**src/rtl/arb_pkg.sv**
```systemverilog
// Types shared by the writeback arbiter and its one-entry hold buffer.
package arb_pkg;

  localparam int unsigned DEFER_CNT_W = 4;

  typedef logic [4:0]             reg_addr_t;
  typedef logic [DEFER_CNT_W-1:0] defer_cnt_t;

  typedef enum logic [1:0] {
    EMPTY = 2'd0,
    PEND  = 2'd1,
    FORCE = 2'd2
  } wb_arb_state_t;

endpackage : arb_pkg

```
**src/rtl/decoder_pkg.sv**
```systemverilog
// Shared datapath types for the decode/execute/writeback stages.
package decoder_pkg;

  typedef logic [31:0] word;

endpackage : decoder_pkg

```
**src/rtl/wb_hold_buf.sv**
```systemverilog
// One-entry holding register for a multi-cycle result waiting for the
// register-file write port. A load wins over a same-cycle clear (refill).
module wb_hold_buf
  import arb_pkg::*;
  import decoder_pkg::*;
(
  input  logic      clk,
  input  logic      reset_n,
  input  logic      load_i,
  input  logic      clear_i,
  input  logic      discard_i,
  input  reg_addr_t rd_i,
  input  word       data_i,
  output logic      valid_o,
  output reg_addr_t rd_o,
  output word       data_o
);

  logic      valid_q;
  reg_addr_t rd_q;
  word       data_q;

  // NOTE: this is a single register, not a memory array, so it is cheap to
  // reset the data too; that keeps rf_data free of X after reset.
  always_ff @(posedge clk or negedge reset_n) begin
    if (!reset_n) begin
      // NOTE: sequential state is always assigned with <= so every flop
      // samples the pre-edge values, regardless of statement order.
      valid_q <= 1'b0;
      rd_q    <= '0;
      data_q  <= '0;
    end else if (load_i) begin
      valid_q <= 1'b1;
      rd_q    <= rd_i;
      data_q  <= data_i;
    end else if (clear_i || discard_i) begin
      valid_q <= 1'b0;
      rd_q    <= '0;
    end
  end

  assign valid_o = valid_q;
  assign rd_o    = rd_q;
  assign data_o  = data_q;

endmodule : wb_hold_buf

```
**src/rtl/wb_arbiter.sv**
```systemverilog
// Register-file write-port arbiter: pipeline writeback has priority, a
// multi-cycle result bypasses, buffers, or forces a one-cycle stall to drain.
module wb_arbiter
  import arb_pkg::*;
  import decoder_pkg::*;
#(
  parameter int unsigned MAX_DEFER = 4
) (
  input  logic      clk,
  input  logic      reset_n,
  input  logic      pipe_we,
  input  reg_addr_t pipe_rd,
  input  word       pipe_data,
  input  logic      mc_valid,
  input  reg_addr_t mc_rd,
  input  word       mc_data,
  output logic      mc_ready,
  output logic      rf_we,
  output reg_addr_t rf_addr,
  output word       rf_data,
  output logic      stall,
  output logic      pend_valid,
  output reg_addr_t pend_rd
);

  localparam defer_cnt_t DEFER_LIMIT = defer_cnt_t'(MAX_DEFER);

  wb_arb_state_t state_q, state_d;
  defer_cnt_t    cnt_q, cnt_d;

  logic preq, mreq;
  logic drain, discard, load;
  logic ready_c, rf_we_c, stall_c;
  word  buf_data;

  assign preq = pipe_we && (pipe_rd != '0);
  assign mreq = mc_valid && (mc_rd != '0);

  always_comb begin
    // NOTE: every signal gets a default first so no path leaves it unassigned,
    // which would otherwise infer a latch.
    state_d = state_q;
    cnt_d   = cnt_q;
    rf_we_c = 1'b0;
    rf_addr = '0;
    rf_data = '0;
    stall_c = 1'b0;
    drain   = 1'b0;
    discard = 1'b0;

    unique case (state_q)
      FORCE: begin
        stall_c = 1'b1;
        rf_we_c = 1'b1;
        rf_addr = pend_rd;
        rf_data = buf_data;
        drain   = 1'b1;
      end
      PEND: begin
        if (preq) begin
          rf_we_c = 1'b1;
          rf_addr = pipe_rd;
          rf_data = pipe_data;
          // A younger pipeline write to the same register makes the buffer stale.
          if (pipe_rd == pend_rd) begin
            discard = 1'b1;
          end else begin
            cnt_d = cnt_q + defer_cnt_t'(1);
            if (cnt_d == DEFER_LIMIT) state_d = FORCE;
          end
        end else begin
          rf_we_c = 1'b1;
          rf_addr = pend_rd;
          rf_data = buf_data;
          drain   = 1'b1;
        end
      end
      default: begin
        if (preq) begin
          rf_we_c = 1'b1;
          rf_addr = pipe_rd;
          rf_data = pipe_data;
        end else if (mreq) begin
          rf_we_c = 1'b1;
          rf_addr = mc_rd;
          rf_data = mc_data;
        end
      end
    endcase

    ready_c = !pend_valid || drain;
    // Captured unless the result took the free port directly (EMPTY bypass).
    load    = mreq && ready_c && !(state_q == EMPTY && !preq);

    if (drain || discard) begin
      state_d = EMPTY;
      cnt_d   = '0;
    end
    if (load) begin
      state_d = PEND;
      cnt_d   = '0;
    end
  end

  assign mc_ready = reset_n && ready_c;
  assign rf_we    = reset_n && rf_we_c;
  assign stall    = reset_n && stall_c;

  always_ff @(posedge clk or negedge reset_n) begin
    if (!reset_n) begin
      state_q <= EMPTY;
      cnt_q   <= '0;
    end else begin
      state_q <= state_d;
      cnt_q   <= cnt_d;
    end
  end

  wb_hold_buf u_hold_buf (
    .clk       (clk),
    .reset_n   (reset_n),
    .load_i    (load),
    .clear_i   (drain),
    .discard_i (discard),
    .rd_i      (mc_rd),
    .data_i    (mc_data),
    .valid_o   (pend_valid),
    .rd_o      (pend_rd),
    .data_o    (buf_data)
  );

endmodule : wb_arbiter

```
**config.mk**
```make
export PLATFORM = sky130hd
export DESIGN_NAME = wb_arbiter
export DESIGN_NICKNAME = d
export VERILOG_FILES = /design/src/rtl/arb_pkg.sv /design/src/rtl/decoder_pkg.sv /design/src/rtl/wb_hold_buf.sv /design/src/rtl/wb_arbiter.sv
export SDC_FILE = /design/constraint.sdc
export NUM_CORES = 1
export LEC_CHECK = 0
export CAP_MARGIN = 10
export CORE_MARGIN = 5
export CORE_UTILIZATION = 32
export DETAILED_ROUTE_END_ITERATION = 6
export HOLD_SLACK_MARGIN = 0.15
export PLACE_DENSITY = 0.67
export SLEW_MARGIN = 20
export SYNTH_ARGS = -nofsm -noshare
export SYNTH_HDL_FRONTEND = slang
export SYNTH_SLANG_ARGS = --single-unit
```
**constraint.sdc**
```tcl
create_clock -name clk -period 1.87 [get_ports clk]
set_input_delay 0.187 -clock clk [delete_from_list [all_inputs] [get_ports clk]]
set_output_delay 0.187 -clock clk [all_outputs]
set_load 0.02 [all_outputs]
```
==> reports/qor.txt, run 1 <==
port bufs -> 123
Area Overhead vs Synth -> 79.3%
synth cell count leaders -> nand2_1 (68), dfrtp_1 (44), a22oi_1 (32)
sequential fraction of the synthesis area -> 40.1%
switching part of the total -> 37.5%
initial antenna violation count -> 0
startpoint types -> flop
H-tree depth -> 2
drt drc -> 0
global-route wire length before repair -> 14100 µm
TritonCTS clock tree -> done
final WL -> 9150 µm
Num CTS Buffers -> 5
Placed Cells -> 513
P per Cell Area -> 1340 nW/µm²
EDFF count, synth -> 0
Die Wd -> 103 µm
unrepaired setup endpoints after global routing -> yes
num rows -> 33
kind of critical path -> reg2out
antenna viol nets, final -> 0
Synth Area in Simple Gates -> 13.1%
clk_lat worst skew -> 0.29 ns
Critical Path RT -> 1.68 ns
worst hold stages -> 3
largest family of logic cells by synthesized area -> compound AO/OA/AOI/OAI gates
vias in the first global route -> 2875
DRT iter0 DRCs -> 78
area leader, netlist -> dfrtp_1
status -> finished, violations left
io pins -> 124
DPL Wire Length -> 6430 µm
min cycle time layout -> 2.09 ns
FMAX -> 0.479 GHz
GR Overflow Total -> 0
Die Y-Extent -> 103 µm
# fillers -> 686
Final Max Tran Viols -> 0
vias post-DR -> 2656
Critical Path AT -> 1.90 ns
yosys warns -> 0
NetSw -> 2490 µW
Die ar. -> 10500 µm²
Fin Clk Skew -> 0.00948 ns
Max-Cap Viols -> 0
setup ws final -> -0.216 ns
multiplexer share of the synthesized area -> 17.3%
count of cell types in the netlist -> 37
Post-Syn Instances -> 262
xor/xnor cell area share of the yosys netlist -> 2.87%
CP Max Fanout -> 7
Pleak -> 0.00233 µW
number of antenna diodes -> 0
Slew headroom -> 66.5%
mapped cell area -> 2750 µm²
final hold vios -> 0
share of the synthesized area in the top cell type -> 40.1%
ys flop type -> dfrtp_1
Hold Path Class -> in2reg
Comb power frac -> 63.7%
Tot GR Track Use -> 16.8%
most common cell in the netlist -> nand2_1
placer congestion estimate -> 0.881
post-synthesis adder-cell area fraction -> 2.28%
Max rail drop VDD -> 0.680 mV
asr flop ratio synth -> 100%
# setup viols final -> 82
Mean Syn Cell Area -> 10.5 µm²
Core Util, Final -> 59.4%
mean routed wirelength per cell -> 17.0 µm
dominant cells by area after synthesis -> dfrtp_1 (40%), mux2_4 (15%), nand2_1 (9.3%)
Compound-Gate Fraction of Synth Area -> 19.3%
buffer depth of the longest clock path -> 2
Initial Util -> 33.1%
critical path endpoint category -> primary output
Pre-antenna DRT Iters -> 6
Avg Vias per Cell -> 4.95
share of cells above drive strength 1 -> 41.2%
Post-layout nets -> 514
R2R depth -> 9
Core Footprint -> 8300 µm²
CTS Sinks -> 44
Seq pwr share -> 25.4%
CTS root buf -> clkbuf_8
syn nets -> 345
Finished Layout Cells -> 537
clock share of power -> 10.8%
crit share post-route -> 112%
CTS clk-pin slew, worst paths -> 0.09 ns
worst-margin pin slew -> 0.502 ns
internal power -> 4140 µW
largest net degree at the start of global routing -> 40
failing checks -> setup timing
post-synthesis register bit count -> 44
[registers in the layout, summed over array words and instances, names as in the netlist]
signal,cells
u_hold_buf.data_o,32
u_hold_buf.rd_o,5
cnt_q,4
state_q,2
u_hold_buf.valid_o,1
[per-stage QoR]
step / cell area [µm²] / worst slack, ns / hold WS (ns) / power (µW) / TNS (ns)
CTS: 4800 / -0.210 / 0.222 / 6500 / -11.26
global route: 4930 / -0.317 / 0.224 / 7010 / -19.17
global placement: 4360 / -0.755 / 0.0480 / 5210 / -45.24
floorplan: 2750 / 0.0216 / -0.109 / 3790 / 0
detailed placement: 4360 / -0.827 / 0.0498 / 5280 / -48.91
finish: 4930 / -0.216 / 0.229 / 6630 / -11.75
[what timing repair did]
action | CTS | global route
buffers inserted | 11 | 1
hold endpoints to repair | 5 | 0
endpoints found under the setup margin | 84 | 80
resized for setup | 281 | 12
cloned | 2 | 3
pin swaps | 24 | 14
hold buffers | 1 | 0
[logic make-up after synthesis]
logic type	Yosys count
and+or+nand+nor	86
buffers and inverters	22
adders and majority gates	5
muxes	33
AOI/OAI and AO/OA	63
DFF	44
xor gates and xnor gates	9
[placed cells by master, fill, tap and decap left out, types with 4 or more instances in the layout]
master            n
xnor2_1           5
nand2_1          65
buf_12            8
inv_1             7
buf_4            31
clkdlybuf4s50_1  75
nor2_1            5
dfrtp_1          44
buf_6            41
clkbuf_8          5
buf_2             8
a22oi_2          17
a22o_1            4
mux2_4           32
a222oi_1          5
a22oi_1          15
dlygate4sd2_1     5
xor2_1            4
[final cells by class]
class	count	area, µm²	share of cell area, %
timing repair buffer	175	1840	37.3
tap	105	131	2.66
multi-input combinational	196	1720	34.8
clock inverter	2	35.0	0.711
clock buffer	6	72.6	1.47
inverter	9	33.8	0.685
sequential	44	1100	22.3
[critical path, cell delays in order, from the launching register on]
cell and delay (ns):
dfrtp_1 0.36, inv_2 0.07, ha_4 0.31, nor2b_4 0.19, nor2_4 0.05, buf_6 0.13, buf_12 0.13, a22oi_2 0.13
nand2_1 0.09, buf_6 0.13
[worst paths after layout]
check / endpoint / slack (ns) / startpoint
max: rf_data[17] / -0.22 / state_q[1]$_DFFE_PN0P_
min: u_hold_buf.rd_o[0]$_DFFE_PN0P_ / 0.23 / mc_rd[0]
max reg2reg: u_hold_buf.data_o[1]$_DFFE_PN0N_ / -0.17 / state_q[1]$_DFFE_PN0P_
min reg2reg: u_hold_buf.data_o[27]$_DFFE_PN0N_ / 0.51 / u_hold_buf.data_o[27]$_DFFE_PN0N_
max in group asynchronous: u_hold_buf.data_o[25]$_DFFE_PN0N_ / 0.82 / reset_n
min in group asynchronous: u_hold_buf.valid_o$_DFFE_PN0P_ / 0.28 / reset_n
[power groups by stage]
stage	registers (µW)	logic (µW)	clock network, µW
6_report	1690	4230	716
3_3_place_gp	1670	3550	0
2_1_floorplan	1690	2100	0
3_5_place_dp	1690	3600	0
5_1_grt	1730	4490	781
4_1_cts	1680	4080	742
[metal layers]
layer | routed length [µm] | global-route usage [%] | vias to the layer above
met5 | 0 | 0 | -
met4 | 106 | 4.84 | 0
met3 | 636 | 4.06 | 9
met2 | 4530 | 29.2 | 88
met1 | 3880 | 20.6 | 1285
li1 | - | - | 1274
Power figures use the tool's default switching activity.
==> run 2, diff against run 1 <==
--- a/config.mk
+++ b/config.mk
@@ -10,7 +10,6 @@
 export CORE_UTILIZATION = 32
 export DETAILED_ROUTE_END_ITERATION = 6
 export HOLD_SLACK_MARGIN = 0.15
-export PLACE_DENSITY = 0.67
 export SLEW_MARGIN = 20
 export SYNTH_ARGS = -nofsm -noshare
 export SYNTH_HDL_FRONTEND = slang
==> constraint.sdc (replaced) <==
create_clock -name clk -period 2.05 [get_ports clk]
set_input_delay 0.205 -clock clk [delete_from_list [all_inputs] [get_ports clk]]
set_output_delay 0.205 -clock clk [all_outputs]
set_load 0.02 [all_outputs]
==> run 2 against run 1 <==
  * The flow still finishes with violations (setup timing)
  * First-iteration DRC count is 12% lower
  * Utilization is 3.5 points higher
  * Global-route usage is 0.60 points higher
  * Sequential share of layout area is 1.3 points lower
  * Largest cell class unchanged
  * Largest power group unchanged
==> reports/qor.txt, run 2 (synthesis gave the netlist of run 1 again) <==
status -> finished, violations left
failing checks -> setup timing
H-tree depth -> 2
Seq pwr share -> 25.5%
Pre-antenna DRT Iters -> 4
global-route wire length before repair -> 14300 µm
setup ws final -> -0.166 ns
Hold Slack -> 0.267 ns
Die ar. -> 10500 µm²
# setup viols final -> 69
placer congestion estimate -> 0.833
Placed Cells -> 519
Post-layout nets -> 529
Fin Clk Skew -> 0.00698 ns
initial antenna violation count -> 0
Initial Util -> 33.1%
Critical Path AT -> 2.01 ns
worst-margin pin slew -> 0.361 ns
Tot GR Track Use -> 17.4%
final WL -> 9590 µm
switching part of the total -> 39.0%
Area Overhead vs Synth -> 90.0%
CTS clk-pin slew, worst paths -> 0.08 ns
Post-Place Worst Slack -> -0.700 ns
clk_lat worst skew -> 0.29 ns
DRT iter0 DRCs -> 69
Core Footprint -> 8300 µm²
clock share of power -> 9.0%
Hold Path Class -> in2reg
Num CTS Buffers -> 5
P per Cell Area -> 1210 nW/µm²
kind of critical path -> reg2out
CTS Sinks -> 44
num rows -> 33
TritonCTS clock tree -> done
Die Wd -> 103 µm
Die Y-Extent -> 103 µm
Avg Vias per Cell -> 4.97
FMAX -> 0.451 GHz
GR Overflow Total -> 0
min cycle time layout -> 2.22 ns
DPL Wire Length -> 6300 µm
# fillers -> 686
Critical Path RT -> 1.85 ns
NetSw -> 2460 µW
mean routed wirelength per cell -> 17.4 µm
CP Max Fanout -> 6
Comb power frac -> 65.4%
Final Max Tran Viols -> 0
Tot Pwr -> 6310 µW
vias post-DR -> 2741
max reg flops -> 32
Max-Cap Viols -> 0
internal power -> 3850 µW
port bufs -> 123
final hold vios -> 0
Finished Layout Cells -> 552
Pleak -> 0.00250 µW
Core Util, Final -> 62.9%
io pins -> 124
share of cells above drive strength 1 -> 52.3%
commonest non-fill, non-tap cells in the layout -> clkdlybuf4s50_1 (77), buf_6 (54), dfrtp_1 (44)
Slew headroom -> 75.9%
critical path endpoint category -> primary output
drt drc -> 0
buffer depth of the longest clock path -> 2
crit share post-route -> 108%
largest net degree at the start of global routing -> 26
most common cell after layout, fill and taps aside -> clkdlybuf4s50_1
Max rail drop VDD -> 0.580 mV
startpoint types -> flop
number of antenna diodes -> 0
antenna viol nets, final -> 0
vias in the first global route -> 2835
unrepaired setup endpoints after global routing -> yes
CTS root buf -> clkbuf_8
run 2: cell types whose count changed in the layout (fill, tap and decap cells not counted), sizes merged:
cell	previous run	this run
dlygate4sd2	5	2
clkbuf	9	12
clkinvlp	0	1
clkdlybuf4s50	75	77
bufinv	1	0
clkinv	1	0
buf	90	103
dlymetal6s2s	0	1
run 2: repair_timing:
item	4_1_cts	5_1_grt
gates resized for setup	278	86
cloned	4	3
pin swaps	41	29
buffers inserted	13	10
endpoints found under the setup margin	76	72
hold buffers	1	0
hold endpoints to repair	44	0
run 2: through the flow:
| stage | instance area, µm² | setup TNS [ns] |
|---|---|---|
| after global routing | 5220 | -13.43 |
| after detailed placement | 4400 | -38.86 |
| after CTS | 4930 | -8.67 |
| after floorplan | 2750 | 0 |
| final | 5220 | -5.60 |
| after global placement | 4400 | -38.23 |
run 2: routing by layer:
metal	GRT usage (%)	part of all wire, %	vias to the layer above
met5	0	0	-
met4	2.72	0.64	0
met3	3.92	6.8	6
met2	30.9	52	95
met1	22.0	41	1329
li1	-	-	1311
run 2: critical path, cell delays in order, from the launching register on:
cell and delay (ns):
dfrtp_1 0.41, inv_2 0.09, ha_4 0.22, buf_6 0.13, nand2_4 0.05, o21ai_4 0.06
buf_12 0.13, buf_6 0.10, a222oi_1 0.29, inv_1 0.10, buf_6 0.14
run 2: cell type report:
type	count	area (µm²)	share of cell area, %
timing repair buffer	190	2000	38.4
clock inverter	1	7.51	0.144
tap	105	131	2.52
clock buffer	7	86.3	1.65
multi-input combinational	196	1860	35.6
sequential	44	1100	21.1
inverter	9	33.8	0.647
run 2: final timing paths:
check	endpoint	startpoint	cells after the start	slack [ns]
setup / recovery	rf_addr[0]	state_q[0]$_DFFE_PN0P_	10	-0.17
hold / removal	u_hold_buf.rd_o[1]$_DFFE_PN0P_	mc_rd[1]	3	0.27
setup reg to reg	u_hold_buf.data_o[2]$_DFFE_PN0N_	state_q[0]$_DFFE_PN0P_	11	-0.13
hold reg to reg	u_hold_buf.data_o[18]$_DFFE_PN0N_	u_hold_buf.data_o[18]$_DFFE_PN0N_	1	0.52
max in group asynchronous	u_hold_buf.data_o[25]$_DFFE_PN0N_	reset_n	3	1.19
min in group asynchronous	u_hold_buf.valid_o$_DFFE_PN0P_	reset_n	2	0.32
run 2: power by group through the flow:
stage          sequential (µW)  combinational [µW]  clock [µW]
3_3_place_gp              1530                3300           0
3_5_place_dp              1540                3320           0
6_report                  1610                4130         570
2_1_floorplan             1540                1910           0
5_1_grt                   1680                4400         633
4_1_cts                   1540                3830         586
==> run 3, diff against run 2 <==
--- a/config.mk
+++ b/config.mk
@@ -8,6 +8,7 @@
 export CAP_MARGIN = 10
 export CORE_MARGIN = 5
 export CORE_UTILIZATION = 32
+export CTS_CLUSTER_SIZE = 16
 export DETAILED_ROUTE_END_ITERATION = 6
 export HOLD_SLACK_MARGIN = 0.15
 export SLEW_MARGIN = 20
==> results of run 3 <==
Final layout, timing and power as in run 2 (identical DEF).
